### src/rtl/modulo_batalha_naval_param.sv
// Naval-battle board engine: ship/attack maps, shot judging, RGB verdict, counters and LED matrix scan.
// Optional build macro BN_CURSOR_BLINK_EN overlays a blinking attack cursor on the matrix in ATTACK.
module modulo_batalha_naval_param #(
  parameter  int COLS       = 5,
  parameter  int ROWS       = 7,
  parameter  int SCAN_DIV   = 16,
  parameter  int RESULT_CYC = 4,
  localparam int CW         = (COLS > 1) ? $clog2(COLS) : 1,
  localparam int RW         = (ROWS > 1) ? $clog2(ROWS) : 1,
  localparam int N          = ROWS * COLS,
  localparam int HW         = $clog2(N + 1)
) (
  input  logic          clk,
  input  logic          clr,
  input  logic          load,
  input  logic [N-1:0]  preset_map,
  input  logic          start,
  input  logic [CW-1:0] at_col,
  input  logic [RW-1:0] at_row,
  input  logic          at_fire,
  output logic          at_ready,
  output logic          at_err,
  output logic [COLS-1:0] m_col,
  output logic [ROWS-1:0] m_line,
  output logic          rgb_r,
  output logic          rgb_g,
  output logic [HW-1:0] hit_count,
  output logic [7:0]    shot_count,
  output logic          game_over
);

  localparam int DW  = (SCAN_DIV > 1) ? $clog2(SCAN_DIV) : 1;
  localparam int RCW = (RESULT_CYC > 1) ? $clog2(RESULT_CYC) : 1;
  localparam int CWP = CW + 1;
  localparam int RWP = RW + 1;

  typedef enum logic [2:0] {S_IDLE, S_ARMED, S_ATTACK, S_RESULT, S_OVER} state_t;

  state_t          state_q, state_d;
  logic [N-1:0]    ship_q, ship_d, attack_q, attack_d;
  logic [HW-1:0]   ship_total_q, ship_total_d, hit_count_q, hit_count_d;
  logic [7:0]      shot_count_q, shot_count_d;
  logic [RCW-1:0]  res_cnt_q, res_cnt_d;
  logic [DW-1:0]   div_q, div_d;
  logic [CW-1:0]   col_q, col_d;
  logic [COLS-1:0] m_col_q, m_col_d;
  logic [ROWS-1:0] m_line_q, m_line_d;
  logic            rgb_r_q, rgb_r_d, rgb_g_q, rgb_g_d;
  logic            at_ready_q, at_ready_d, at_err_q, at_err_d, game_over_q, game_over_d;
`ifdef BN_CURSOR_BLINK_EN
  logic [3:0]      frame_q, frame_d;
`endif

  logic [N-1:0]  cell_sel, shown_map;
  logic [HW-1:0] map_pop;
  logic          fire_acc, coord_ok, shot_ok, is_repeat, is_ship, res_done, div_wrap;

  assign fire_acc  = at_fire && (state_q == S_ATTACK);
  assign coord_ok  = ({1'b0, at_col} < CWP'(COLS)) && ({1'b0, at_row} < RWP'(ROWS));
  assign shot_ok   = fire_acc && coord_ok;
  assign is_repeat = |(attack_q & cell_sel);
  assign is_ship   = |(ship_q & cell_sel);
  assign res_done  = (res_cnt_q == RCW'(RESULT_CYC - 1));
  assign div_wrap  = (div_q == DW'(SCAN_DIV - 1));

  // One-hot selector of the targeted cell; all-zero for out-of-range coordinates.
  always_comb begin
    cell_sel = '0;
    for (int r = 0; r < ROWS; r++)
      for (int c = 0; c < COLS; c++)
        cell_sel[r*COLS+c] = (at_row == RW'(r)) && (at_col == CW'(c));
  end

  always_comb begin
    map_pop = '0;
    for (int i = 0; i < N; i++) map_pop = map_pop + HW'(preset_map[i]);
  end

  always_comb begin
    state_d = state_q;
    case (state_q)
      S_IDLE:   if (load) state_d = S_ARMED;
      S_ARMED:  if (!load && start && (ship_total_q != '0)) state_d = S_ATTACK;
      S_ATTACK: if (shot_ok) state_d = S_RESULT;
      S_RESULT: if (res_done) state_d = (hit_count_q == ship_total_q) ? S_OVER : S_ATTACK;
      S_OVER:   state_d = S_OVER;
      default:  state_d = S_IDLE;
    endcase
  end

  always_comb begin
    ship_d       = ship_q;
    ship_total_d = ship_total_q;
    attack_d     = attack_q;
    hit_count_d  = hit_count_q;
    shot_count_d = shot_count_q;
    res_cnt_d    = (state_q == S_RESULT && !res_done) ? res_cnt_q + RCW'(1) : '0;
    if (load && (state_q == S_IDLE || state_q == S_ARMED)) begin
      ship_d       = preset_map;
      ship_total_d = map_pop;
    end
    if (shot_ok && !is_repeat) begin
      attack_d = attack_q | cell_sel;
      if (shot_count_q != 8'hFF) shot_count_d = shot_count_q + 8'd1;
      if (is_ship) hit_count_d = hit_count_q + HW'(1);
    end
    div_d = div_wrap ? '0 : div_q + DW'(1);
    col_d = col_q;
    if (div_wrap) col_d = (col_q == CW'(COLS - 1)) ? '0 : col_q + CW'(1);
`ifdef BN_CURSOR_BLINK_EN
    frame_d = (div_wrap && col_q == CW'(COLS - 1)) ? frame_q + 4'd1 : frame_q;
`endif
  end

  // Outputs are computed from next-cycle values so every port comes straight from a flop.
  always_comb begin
    at_ready_d  = (state_d == S_ATTACK);
    at_err_d    = fire_acc && !coord_ok;
    game_over_d = (state_d == S_OVER);
    rgb_r_d     = 1'b0;
    rgb_g_d     = 1'b0;
    if (shot_ok) begin
      rgb_r_d = is_repeat || !is_ship;
      rgb_g_d = is_repeat || is_ship;
    end else if (state_q == S_RESULT && state_d == S_RESULT) begin
      rgb_r_d = rgb_r_q;
      rgb_g_d = rgb_g_q;
    end
    case (state_d)
      S_ARMED:                    shown_map = ship_d;
      S_ATTACK, S_RESULT, S_OVER: shown_map = ship_d & attack_d;
      default:                    shown_map = '0;
    endcase
    m_col_d  = '0;
    m_line_d = '0;
    for (int c = 0; c < COLS; c++) begin
      m_col_d[c] = (col_d == CW'(c));
      if (col_d == CW'(c))
        for (int r = 0; r < ROWS; r++) m_line_d[r] = shown_map[r*COLS+c];
    end
`ifdef BN_CURSOR_BLINK_EN
    if (state_d == S_ATTACK && coord_ok && frame_d[3] && col_d == at_col)
      for (int r = 0; r < ROWS; r++)
        if (at_row == RW'(r)) m_line_d[r] = ~m_line_d[r];
`endif
  end

  always_ff @(posedge clk) begin
    if (clr) begin
      state_q      <= S_IDLE;
      ship_q       <= '0;
      attack_q     <= '0;
      ship_total_q <= '0;
      hit_count_q  <= '0;
      shot_count_q <= '0;
      res_cnt_q    <= '0;
      div_q        <= '0;
      col_q        <= '0;
      m_col_q      <= COLS'(1);
      m_line_q     <= '0;
      rgb_r_q      <= 1'b0;
      rgb_g_q      <= 1'b0;
      at_ready_q   <= 1'b0;
      at_err_q     <= 1'b0;
      game_over_q  <= 1'b0;
`ifdef BN_CURSOR_BLINK_EN
      frame_q      <= '0;
`endif
    end else begin
      state_q      <= state_d;
      ship_q       <= ship_d;
      attack_q     <= attack_d;
      ship_total_q <= ship_total_d;
      hit_count_q  <= hit_count_d;
      shot_count_q <= shot_count_d;
      res_cnt_q    <= res_cnt_d;
      div_q        <= div_d;
      col_q        <= col_d;
      m_col_q      <= m_col_d;
      m_line_q     <= m_line_d;
      rgb_r_q      <= rgb_r_d;
      rgb_g_q      <= rgb_g_d;
      at_ready_q   <= at_ready_d;
      at_err_q     <= at_err_d;
      game_over_q  <= game_over_d;
`ifdef BN_CURSOR_BLINK_EN
      frame_q      <= frame_d;
`endif
    end
  end

  assign at_ready   = at_ready_q;
  assign at_err     = at_err_q;
  assign m_col      = m_col_q;
  assign m_line     = m_line_q;
  assign rgb_r      = rgb_r_q;
  assign rgb_g      = rgb_g_q;
  assign hit_count  = hit_count_q;
  assign shot_count = shot_count_q;
  assign game_over  = game_over_q;

endmodule

### config.mk
export PLATFORM = sky130hd
export DESIGN_NAME = modulo_batalha_naval_param
export DESIGN_NICKNAME = d
export VERILOG_FILES = /design/src/rtl/modulo_batalha_naval_param.sv
export SDC_FILE = /design/constraint.sdc
export NUM_CORES = 1
export LEC_CHECK = 0
export CORE_MARGIN = 5
export CORE_UTILIZATION = 40
export DETAILED_ROUTE_END_ITERATION = 6
export RECOVER_POWER = 50
export SYNTH_ARGS = -nofsm -noshare
export SYNTH_HDL_FRONTEND = slang
export SYNTH_SLANG_ARGS = --single-unit
### constraint.sdc
create_clock -name clk -period 8.1 [get_ports clk]
set_clock_uncertainty 0.1 [all_clocks]
set_input_delay 1.215 -clock clk [delete_from_list [all_inputs] [get_ports clk]]
set_output_delay 1.215 -clock clk [all_outputs]
set_load 0.05 [all_outputs]
[Yosys cells after proc, flatten, opt, wreduce, memory -nomap -nowiden]
Cells that the tools add are included.
Storage, ports and cells
  flip-flop bits (word level): 119
  output and inout port bits: 31
  word-level logic and storage cells: 174
Cells by class
  add/sub/neg operators: 39
  order comparisons: 2
  eq/ne operators: 28
  muxes and demuxes: 19
  bitwise logic cells: 5
  reduce and logical (&&, ||, !) cells: 65
Operator list (count)
  $add A6 B1 Y6: 29
  $and A35 B35 Y35: 3
  $mux W35: 2
  $pmux W35 S2: 1
  $reduce_or A35 Y1: 2
  $logic_and A1 B1 Y1: 45
  $mux W7: 5
  $or A35 B35 Y35: 1
  $eq A3 B2 Y1 const B: 10
  $eq A3 B3 Y1 const B: 8
  $mux W3: 7
  $eq A3 B1 Y1 const B: 5
  $pmux W3 S5: 1
  $logic_not A3 Y1: 4
  $add A8 B1 Y8 const B: 1
  $ne A8 B8 Y1 const B: 1
  $add A5 B1 Y6: 1
  $add A6 B1 Y6 const B: 1
  $eq A6 B6 Y1: 1
  $lt A3 B3 Y1 const B: 2
  $reduce_bool A6 Y1: 1
  $add A4 B1 Y5: 1
  $logic_not A1 Y1: 5
  $add A3 B1 Y4: 1
  other kinds (14): 20

[Longest topological paths before layout]
Gate-level depths: netlist of run 1.
  depth in word-level cells: 34
  depth in mapped cells: 19
  mapped depth without buffers: 19

[Least setup slack after synthesis of run 1]
OpenSTA, ideal clock, no wires.
  kind: input to register
  from: input preset_map[17]
  to: register ship_total_q[4]
  library setup time: 70 ps
  arrival: 5570 ps
  path slack: 2360 ps
  stages: 19
  buffers on the path: 0
  cells stage by stage: fa_1 > inv_1 > fa_1 > inv_1 > fa_1 > inv_1 > fa_1 > fa_1 > fa_1 > inv_1 > fa_1 > inv_1 > fa_1 > inv_1 > a21o_1 > a21oi_1 > xnor2_1 > nand2_1 > a21oi_1
Between the ends
  longest elaborated chain between the ends: 18
Ends and longest elaborated chain
  start: declaration: RTL line 16  | input logic [N-1:0] preset_map,
  $add A6 B1 Y6 (18 in series): RTL line 76  | for (int i = 0; i < N; i++) map_pop = map_pop + HW'(preset_map[i]);
  end signal: assignment: RTL line 173  | ship_total_q <= ship_total_d;
  end: declaration: RTL line 41  | logic [HW-1:0] ship_total_q, ship_total_d, hit_count_q, hit_count_d;
Every way passes these cells.
A chain may end at the register's enable or synchronous reset.

[Worst setup path after layout of run 1]
Same ends and word-level chain as after synthesis.

==> results.md, run 1 <==
| Result | Reported | Unit |
|:---|:---|:---|
| Max stage delay cell, worst path | fa_1 | - |
| Type of destination of the critical path | flop | - |
| Insertion delay of the later-clocked pin in the worst-skew pair | 420 | ps |
| Start point of the critical path | preset_map[17] | - |
| Power per cell area | 238 | nW/um^2 |
| Core area | 18,000 | um^2 |
| DRC violation count after routing | 0 | - |
| Total Die Area | 21,200 | um^2 |
| Outcome | finished, violations left | - |
| Leakage dissipation | 3.43 | nW |
| Non-Filler Instances | 1,161 | - |
| Most common library cells after synthesis | dfxtp_1 (119), nor2_1 (107), inv_1 (61) | - |
| Worst ir drop on vdd | 0.000222 | V |
| Post-synthesis area per instance | 8.53 | um^2 |
| Warnings, synthesis | 0 | - |
| Die Ht | 146 | um |
| Number of nets in the finished design | 1,004 | - |
| Number of gates resized after CTS | 0 | - |
| Via count | 6,865 | - |
| Count of input and output buffers | 76 | - |
| Number of DRC markers in iteration 0 | 703 | - |
| Cell-by-cell listing of the critical path | clkdlybuf4s50_1 > fa_1 > inv_1 > fa_1 > inv_1 > fa_1 > inv_1 > fa_1 > fa_1 > fa_1 > inv_1 > fa_1 > inv_1 > fa_1 > inv_1 > a21o_1 > a21oi_1 > xnor2_1 > nand2_1 > a21oi_1 | - |
| Fraction of layout cells with a size suffix above 1 | 7.63 | % |
| Worst setup slack for register-to-register paths | 3540 | ps |
| Leading cell type by number of instances after synthesis | dfxtp_1 | - |
| Crit Path Category | input pin to flop | - |
| Top flip-flop cell by instance count after synthesis | dfxtp_1 | - |
| Global-route wire length before repair | 38.3 | mm |
| Setup Slack @ Placement | 1650 | ps |
| Hold Buf Count CTS | 0 | - |
| Fraction of synthesized cell area taken by the top area cell type | 32.4 | % |
| H-Tree Level Count | 4 | - |
| Clock input transition at the sequential cells of the worst setup and hold paths | 60 | ps |
| Maximum single-stage delay on the critical path | 560 | ps |
| Clock buffer count from CTS | 17 | - |
| Synth top area cells | dfxtp_1 (32%), fa_1 (7.4%), nor2_1 (5.5%) | - |
| Maximum frequency from static timing analysis | 165 | MHz |
| Maximum number of buffers from clock root to sink | 2 | - |
| Worst min-delay path class | flop to flop | - |
| Final count of pins violating max slew | 159 | - |
| Worst hold path startpoint | res_cnt_q[0]$_SDFF_PP0_ | - |
| Violations in the final reports | max-capacitance violations, max-slew violations | - |
| Final Cycle Share | 74.9 | % |
| Via density per instance | 5.91 | - |
| Min cycle time layout | 6070 | ps |
| Slew headroom | -90.7 | % |
| Library cells used by synthesis | 87 | - |
| Synth area leader | dfxtp_1 | - |
| Arrival time reported for the critical path endpoint | 6300 | ps |
| Initial antenna violation count | 0 | - |
| Number of placement rows | 49 | - |
| Sink of the worst hold path | res_cnt_q[0]$_SDFF_PP0_ | - |
| Initial core utilization | 40.8 | % |
| Total gr overflow | 0 | - |
| Max_cap viols | 3 | - |
| Post-Syn Nets | 948 | - |
| Data required time at the worst endpoint | 8330 | ps |
| Setup_tns | 0 | ps |
| Layout area overhead | 19.0 | % |
| DP Wirelength | 18.6 | mm |
| Die X-Extent | 146 | um |
| Unrepaired setup endpoints after global routing | false | - |
| Io pins | 77 | - |
| Setup fix buffers added after clock tree synthesis | 0 | - |
| Count of endpoints failing hold in the final timing report | 0 | - |
| Post-layout total power | 0.00208 | W |
| Number of global-route vias before repair | 6,494 | - |
| Clock root cell | clkbuf_16 | - |
| Post-synthesis register bit count | 119 | - |
| Critical-path maximum fanout | 2 | - |
| Maximum number of pins on one net before global-route repair | 65 | - |
| Clock Sinks | 119 | - |
| Mean routed wirelength per cell | 21.3 | um |
| Final routed wirelength across all metal layers | 24.7 | mm |
| Cell Count Post-Placement | 1,128 | - |
| Number of cells produced by synthesis | 862 | - |
| Proportion of register bits with asynchronous set or reset after synthesis | 0 | % |
| Type of origin of the critical path | input pin | - |
| Routed Antenna Nets | 0 | - |
| Most repeated library cell on the critical path | fa_1 | - |
| Placer's final routability congestion estimate | 0.995 | - |
| Post-Synthesis Cell Area | 7350 | um^2 |
| Launch instance of the worst register-to-register path | state_q[2]$_SDFF_PP0_ | - |
| Pin slew with the least headroom to its limit | 2860 | ps |
| First-pass iteration count of the detailed router | 6 | - |
| TritonCTS clock tree | yes | - |
| RR Endpoint | m_line[2]$_SDFF_PP0_ | - |
| All-layer global routing usage | 23.0 | % |
| Cells on Worst Hold Path | 1 | - |
| Post-synth EDFFs | 0 | - |
| Sequential fraction of the synthesis area | 32.4 | % |
| Logic depth of the worst register-to-register path | 9 | - |
| Final worst-path setup slack | 2030 | ps |
| Final number of setup-violating endpoints | 0 | - |
cells in the final DEF, fill, tap and decap left out, types with 18 or more instances in the layout:
| cell type | count |
|---|---|
| nor3_1 | 20 |
| nor2_1 | 107 |
| nand2_1 | 56 |
| nor2b_1 | 18 |
| clkdlybuf4s50_1 | 48 |
| fa_1 | 27 |
| nand3_1 | 29 |
| o21ai_0 | 19 |
| a21oi_1 | 59 |
| inv_1 | 61 |
| dfxtp_1 | 119 |
| mux2i_1 | 25 |
| dlygate4sd3_1 | 27 |
report_power, final:
group | leakage (nW) | internal, W | switching [W]
clock network | 0.258 | 0.000421 | 0.000299
registers | 0.968 | 0.000614 | 0.0000214
logic | 2.20 | 0.000324 | 0.000400
kinds of logic after synthesis:
kind of cell	count (synthesis)	share of synthesized area, %
AOI/OAI and AO/OA	183	17.0
xor gates and xnor gates	19	2.26
adders and majority gates	40	9.57
buffers and inverters	112	6.88
DFF	119	32.4
muxes	41	5.91
and+or+nand+nor	348	26.0
worst max path at each step:
stage                     slack [ps]                           end  cells past startpoint
after floorplan                 2360  ship_total_q[4]$_SDFFE_PP0P_                     19
after global placement          1720  ship_total_q[4]$_SDFFE_PP0P_                     20
after detailed placement        1650  ship_total_q[4]$_SDFFE_PP0P_                     20
after CTS                       2100  ship_total_q[4]$_SDFFE_PP0P_                     20
after global routing            1760  ship_total_q[4]$_SDFFE_PP0P_                     20
final                           2030  ship_total_q[4]$_SDFFE_PP0P_                     20
critical path, delay by kind of cell:
kind / cells / cell delay [ps]
adders and majority gates: 8 / 3550
buffers and inverters: 7 / 810
AOI/OAI and AO/OA: 3 / 540
xor gates and xnor gates: 1 / 130
and+or+nand+nor: 1 / 60
routing by layer:
layer | GRT usage (%) | wire (um) | vias to the layer above
met2 | 35.1 | 10900 | 350
li1 | - | - | 3202
met1 | 32.4 | 11000 | 3248
met3 | 4.30 | 1920 | 65
met5 | 0 | 0 | -
met4 | 8.91 | 903 | 0
area by class of cell:
type	instances	area, um^2
Antenna cell	1	2.50
Sequential cell	119	2380
Fill cell	1795	9280
Tap cell	229	287
Inverter	61	229
Clock buffer	17	425
Multi-Input combinational cell	631	4460
Clock inverter	15	130
Timing Repair Buffer	88	833
registers in the layout (all words and copies together), names as in the netlist:
| register | cells |
|---|---|
| rgb_r | 1 |
| col_q | 3 |
| shot_count | 8 |
| attack_q | 35 |
| state_q | 3 |
| game_over | 1 |
| rgb_g | 1 |
| m_line | 7 |
| ship_q | 35 |
| res_cnt_q | 2 |
| div_q | 4 |
| m_col | 5 |
| ship_total_q | 6 |
| hit_count | 6 |
| at_ready | 1 |
| at_err | 1 |
metrics by stage:
step	utilization, %	instance area (um^2)	hold WS (ps)
final	48.5	8750	331
after floorplan	-	7350	308
after detailed placement	45.6	8220	329
after global routing	48.5	8740	370
after global placement	45.6	8220	328
after CTS	48.7	8770	338
(Power assumes the default switching activity.)
==> run 2: changes to the inputs <==
- clock period: 8.1 -> 6.1 ns (I/O delays scaled with it)
==> results.md, run 2 (synthesis gave the netlist of run 1 again) <==
| Result | Reported | Unit | vs previous |
|:---|:---|:---|:---|
| Maximum single-stage delay on the critical path | 550 | ps | about the same |
| Critical-path maximum fanout | 2 | - | unchanged |
| Pin slew with the least headroom to its limit | 3140 | ps | +278 ps |
| All-layer global routing usage | 23.7 | % | +0.69 points |
| Clock buffer count from CTS | 17 | - | unchanged |
| Placed standard-cell area | 8310 | um^2 | +1.1% |
| Cells on Worst Hold Path | 1 | - | unchanged |
| Placer's final routability congestion estimate | 0.964 | - | -3.1% |
| Outcome | finished, violations left | - |  |
| Clock Sinks | 119 | - | unchanged |
| Initial core utilization | 40.8 | % | unchanged |
| Min cycle time layout | 5640 | ps |  |
| Worst min-delay path class | flop to flop | - |  |
| Setup_tns | 0 | ps | unchanged |
| Maximum number of pins on one net before global-route repair | 70 | - | +7.7% |
| Commonest non-fill, non-tap cells in the layout | dfxtp_1 (119), nor2_1 (107), inv_1 (61) | - |  |
| Number of nets in the finished design | 1,016 | - | +1.2% |
| Violations in the final reports | max-capacitance violations, max-slew violations | - |  |
| Clock input transition at the sequential cells of the worst setup and hold paths | 60 | ps | about the same |
| Leakage dissipation | 3.50 | nW | +2.3% |
| Total gr overflow | 0 | - | unchanged |
| Unrepaired setup endpoints after global routing | false | - |  |
| Io pins | 77 | - | unchanged |
| Clock root cell | clkbuf_16 | - |  |
| Non-Filler Instances | 1,172 | - | +0.95% |
| Maximum number of buffers from clock root to sink | 2 | - | unchanged |
| Die X-Extent | 146 | um | unchanged |
| Most repeated library cell on the critical path | fa_1 | - |  |
| Maximum frequency from static timing analysis | 177 | MHz |  |
| Data required time at the worst endpoint | 6360 | ps | -1970 ps |
| H-Tree Level Count | 4 | - | unchanged |
| Cell-by-cell listing of the critical path | clkdlybuf4s50_1 > fa_1 > inv_1 > fa_1 > inv_1 > fa_1 > inv_1 > fa_1 > fa_1 > fa_1 > inv_1 > fa_1 > inv_1 > fa_1 > inv_1 > a21o_1 > a21oi_1 > xnor2_1 > nand2_1 > a21oi_1 | - |  |
| Final Cell Area | 8830 | um^2 | +0.97% |
| Final Cycle Share | 92.4 | % |  |
| DP Wirelength | 19.4 | mm | +4.3% |
| Number of global-route vias before repair | 6,613 | - | +1.8% |
| Type of destination of the critical path | flop | - |  |
| DRC violation count after routing | 0 | - | unchanged |
| Number of placement rows | 49 | - | unchanged |
| Final routed wirelength across all metal layers | 25.4 | mm | +2.9% |
| Final count of pins violating max slew | 83 | - | -48% |
| Via density per instance | 5.89 | - | -0.43% |
| Global-route wire length before repair | 39.5 | mm | +3.0% |
| Type of origin of the critical path | input pin | - |  |
| Crit Path Category | input pin to flop | - |  |
| Total Die Area | 21,200 | um^2 | unchanged |
| Mean routed wirelength per cell | 21.7 | um | +2.0% |
| Arrival time reported for the critical path endpoint | 5900 | ps | -400 ps |
| Power per cell area | 313 | nW/um^2 | +32% |
| Setup fix buffers added after clock tree synthesis | 0 | - | unchanged |
| Layout area overhead | 20.2 | % |  |
| Final number of setup-violating endpoints | 0 | - | unchanged |
| Count of endpoints failing hold in the final timing report | 0 | - | unchanged |
| Number of gates resized after CTS | 0 | - | unchanged |
| Insertion delay of the later-clocked pin in the worst-skew pair | 430 | ps | about the same |
| WHS | 335 | ps | +3.37 ps |
| TritonCTS clock tree | yes | - |  |
| Hold Buf Count CTS | 0 | - | unchanged |
| Max_cap viols | 2 | - | -1 |
| Initial antenna violation count | 0 | - | unchanged |
| Utilization of the core after routing | 49.0 | % | +0.47 points |
| First-pass iteration count of the detailed router | 7 | - | +1 |
| Core area | 18,000 | um^2 | unchanged |
| Fraction of layout cells with a size suffix above 1 | 8.80 | % | +1.2 points |
| Fill cells | 1,758 | - | -2.1% |
| Logic depth of the worst register-to-register path | 8 | - | -1 |
| Slew headroom | -109 | % | -19 points |
| Worst ir drop on vdd | 0.000411 | V | +85% |
| Count of input and output buffers | 76 | - | unchanged |
| Routed Antenna Nets | 0 | - | unchanged |
| Most common library cell in the layout ignoring fill and taps | dfxtp_1 | - |  |
| Antenna Diode Count | 0 | - | -1 |
| Die Ht | 146 | um | unchanged |
| Number of DRC markers in iteration 0 | 580 | - | -17% |
| Cell Count Post-Placement | 1,140 | - | +1.1% |
| Max stage delay cell, worst path | fa_1 | - |  |
| Via count | 6,900 | - | +0.51% |
## run 2: cell types whose count changed in the layout (fill, tap and decap cells not counted), moves of 3 or more
cell / delta
buf_4: +12
clkdlybuf4s50_1: -5
dlygate4sd3_1: +5
clkbuf_1: +3
clkinv_4: +3
clkinvlp_4: -3
inv_6: -3
mux2_1: -3
mux2_2: +3
## run 2: report_power, final
part	total [W]	switching, W	leakage [nW]	internal (W)
sequential	0.000846	0.0000296	0.968	0.000816
combinational	0.000981	0.000530	2.27	0.000451
clock	0.000937	0.000368	0.263	0.000569
total	0.00276	0.000928	3.50	0.00184
## run 2: worst paths after layout
check / start / endpoint / slack, ps
max: preset_map[17] / ship_total_q[4]$_SDFFE_PP0P_ / 460
min: res_cnt_q[0]$_SDFF_PP0_ / res_cnt_q[0]$_SDFF_PP0_ / 330
max reg2reg: state_q[2]$_SDFF_PP0_ / m_line[2]$_SDFF_PP0_ / 1380
min reg2reg: res_cnt_q[0]$_SDFF_PP0_ / res_cnt_q[0]$_SDFF_PP0_ / 330
## run 2: critical path: cells and delay by family
kind / cells / cell delay, ps
fa+ha+maj: 8 / 3520
buf+inv: 7 / 790
compound gates: 3 / 480
xor+xnor: 1 / 130
simple gates: 1 / 70
## run 2: cell type report
cell class	instances	area [um^2]	share of cell area [%]
inverters	61	229	2.59
multi-input cells	631	4460	50.5
clock buffers	21	450	5.10
well taps	229	287	3.24
repair buffers	100	923	10.5
clock inverters	11	103	1.16
flip-flops and latches	119	2380	27.0
## run 2: through the flow
step	power, W	setup slack [ps]
2_1_floorplan	0.00160	660
3_3_place_gp	0.00184	71.7
3_5_place_dp	0.00185	45.2
4_1_cts	0.00279	467
5_1_grt	0.00296	209
6_report	0.00276	462
## run 2: metal layers
metal / track usage (%) / routed length [um]
met3: 5.61 / 2030
met5: 0 / 0
met4: 8.82 / 782
met2: 36.8 / 11500
met1: 32.3 / 11100
==> run 3: changes to the inputs <==
- CORE_MARGIN: 5 -> 3
- CTS_CLUSTER_SIZE: unset -> 12
==> results.md, run 3 (synthesis gave the netlist of run 1 again) <==
| Result | Reported | Unit | vs previous |
|:---|:---|:---|:---|
| Fraction of layout cells with a size suffix above 1 | 9.13 | % | +0.33 points |
| Cell internal pwr | 0.00193 | W | +5.3% |
| H-Tree Level Count | 4 | - | unchanged |
| DP Wirelength | 19.0 | mm | -1.8% |
| Share of power burned in combinational logic | 33.6 | % | -1.9 points |
| WL met3 | 2.07 | mm | +1.6% |
| Worst ir drop on vdd | 0.000359 | V | -13% |
| Net switching power of the design | 0.000980 | W | +5.5% |
| Outcome | finished, violations left | - |  |
| Utilization of the core after routing | 50.4 | % | +1.4 points |
| Worst setup slack for register-to-register paths | 1120 | ps | -260 ps |
| Io pins | 77 | - | unchanged |
| Number of gates resized after CTS | 0 | - | unchanged |
| Clock root cell | clkbuf_16 | - |  |
| Flop pwr share | 29.1 | % | -1.5 points |
| Clock Sinks | 119 | - | unchanged |
| Max_cap viols | 3 | - | +1 |
| Count of endpoints failing hold in the final timing report | 0 | - | unchanged |
| Maximum number of pins on one net before global-route repair | 65 | - | -7.1% |
| DRC violation count after routing | 0 | - | unchanged |
| Worst hold path startpoint | res_cnt_q[0]$_SDFF_PP0_ | - |  |
| End of the critical path | m_line[2]$_SDFF_PP0_ | - |  |
| Clock buffer count from CTS | 17 | - | unchanged |
| Setup_tns | 0 | ps | unchanged |
| Via density per instance | 5.84 | - | -0.78% |
| Number of placement rows | 48 | - | -2.0% |
| Hold Buf Count CTS | 0 | - | unchanged |
| Power per cell area | 327 | nW/um^2 | +4.6% |
| Core area | 17,700 | um^2 | -2.0% |
| Initial core utilization | 41.6 | % | +0.85 points |
| Die X-Extent | 142 | um | -2.7% |
| Via count | 6,817 | - | -1.2% |
| Final count of pins violating max slew | 132 | - | +59% |
| Met2 wire length | 11.2 | mm | -3.0% |
| Crit Path Category | input pin to flop | - |  |
| Placer's final routability congestion estimate | 0.976 | - | +1.2% |
| Leakage dissipation | 3.54 | nW | +1.1% |
| Global-route wire length before repair | 38.8 | mm | -1.8% |
| Final number of setup-violating endpoints | 0 | - | unchanged |
| Logic depth of the worst register-to-register path | 8 | - | unchanged |
| Highest routed metal layer | met4 | - |  |
| All-layer global routing usage | 25.1 | % | +1.4 points |
| Violations in the final reports | max-capacitance violations, max-slew violations | - |  |
| Die Ht | 142 | um | -2.7% |
| Routed Antenna Nets | 0 | - | unchanged |
| Antenna Diode Count | 0 | - | unchanged |
| Unrepaired setup endpoints after global routing | false | - |  |
| Type of destination of the critical path | flop | - |  |
| Number of global-route vias before repair | 6,666 | - | +0.80% |
| Cell Count Post-Placement | 1,135 | - | -0.44% |
| Number of nets in the finished design | 1,015 | - | -0.098% |
| Mean routed wirelength per cell | 21.4 | um | -1.2% |
| Net switching fraction of the power | 33.6 | % | +0.053 points |
| RR Endpoint | m_line[2]$_SDFF_PP0_ | - |  |
| TritonCTS clock tree | yes | - |  |
| Clock Power Share | 37.3 | % | +3.4 points |
| Number of DRC markers in iteration 0 | 591 | - | +1.9% |
| Data required time at the worst endpoint | 6190 | ps | -170 ps |
| Launch instance of the worst register-to-register path | state_q[2]$_SDFF_PP0_ | - |  |
| Start point of the critical path | load | - |  |
| Type of origin of the critical path | input pin | - |  |
| Final routed wirelength across all metal layers | 25.0 | mm | -1.6% |
| Initial antenna violation count | 0 | - | unchanged |
| Insertion delay of the later-clocked pin in the worst-skew pair | 430 | ps | about the same |
| First-pass iteration count of the detailed router | 5 | - | -2 |
| Pin slew with the least headroom to its limit | 2920 | ps | -222 ps |
| Total Die Area | 20,000 | um^2 | -5.4% |
| Final Cycle Share | 93.2 | % | +0.82 points |
| Commonest non-fill, non-tap cells in the layout | dfxtp_1 (119), nor2_1 (107), inv_1 (61) | - |  |
| Slew headroom | -94.5 | % | +15 points |
| Critical-path maximum fanout | 14 | - | +12 |
| Setup fix buffers added after clock tree synthesis | 0 | - | unchanged |
| Count of input and output buffers | 76 | - | unchanged |
| Maximum number of buffers from clock root to sink | 2 | - | unchanged |
| Routed metal-1 wirelength | 10.9 | mm | -2.0% |
| Most common library cell in the layout ignoring fill and taps | dfxtp_1 | - |  |
| Clock input transition at the sequential cells of the worst setup and hold paths | 60 | ps | about the same |
| Arrival time reported for the critical path endpoint | 5780 | ps | -120 ps |
| Non-Filler Instances | 1,167 | - | -0.43% |
| Worst min-delay path class | flop to flop | - |  |
| Maximum frequency from static timing analysis | 176 | MHz | -0.88% |
| Total gr overflow | 0 | - | unchanged |
| Layout area overhead | 21.0 | % |  |
| Min cycle time layout | 5690 | ps | +50.2 ps |
## run 3: cell types whose count changed in the layout (fill, tap and decap cells not counted), sizes merged
| cell | before | now |
|---|---|---|
| buf | 21 | 20 |
| bufinv | 1 | 3 |
| clkbuf | 25 | 22 |
| clkinv | 7 | 4 |
| clkinvlp | 3 | 1 |
| inv | 61 | 67 |
## run 3: how the worst min path moves through the flow
stage / endpoint / cells past startpoint
global placement: res_cnt_q[0]$_SDFF_PP0_ / 1
finish: res_cnt_q[0]$_SDFF_PP0_ / 1
floorplan: res_cnt_q[0]$_SDFF_PP0_ / 1
global route: rgb_r$_SDFFE_PP0P_ / 2
CTS: res_cnt_q[0]$_SDFF_PP0_ / 1
detailed placement: res_cnt_q[0]$_SDFF_PP0_ / 1
## run 3: critical path, stage by stage
cell and delay (ps):
dlygate4sd3_1 620, nor3b_1 1980, clkbuf_1 560, mux2_2 470, o211ai_1 160, o21ai_0 160, a32o_1 290, o31ai_1 450
o41ai_2 150
## run 3: layer usage
metal | vias up | GRT usage, %
met5 | - | 0
met4 | 0 | 9.95
met3 | 69 | 6.20
met2 | 318 | 38.8
met1 | 3218 | 33.8
li1 | 3212 | -
## run 3: power groups by stage
stage / Clock, W / Sequential (W) / Combinational (W)
after floorplan: 0 / 0.000864 / 0.000734
after global placement: 0 / 0.000863 / 0.000971
after detailed placement: 0 / 0.000862 / 0.000984
after CTS: 0.00110 / 0.000845 / 0.000990
after global routing: 0.00113 / 0.000849 / 0.00111
final: 0.00109 / 0.000846 / 0.000979
## run 3: area by class of cell
class / instances / area [um^2]
clock buffer: 18 / 439
fill: 1702 / 8760
inverter: 61 / 229
sequential: 119 / 2380
tap: 225 / 282
multi-input combinational: 631 / 4460
timing repair buffer: 99 / 916
clock inverter: 14 / 190
## run 3: per-stage QoR
stage | power (W) | setup WS (ps) | area (um^2) | hold WS, ps
finish | 0.00291 | 412 | 8900 | 335
global placement | 0.00183 | 66.9 | 8290 | 321
detailed placement | 0.00185 | 16.6 | 8290 | 321
floorplan | 0.00160 | 660 | 7350 | 308
global route | 0.00309 | 192 | 8900 | 366
CTS | 0.00293 | 462 | 8920 | 337
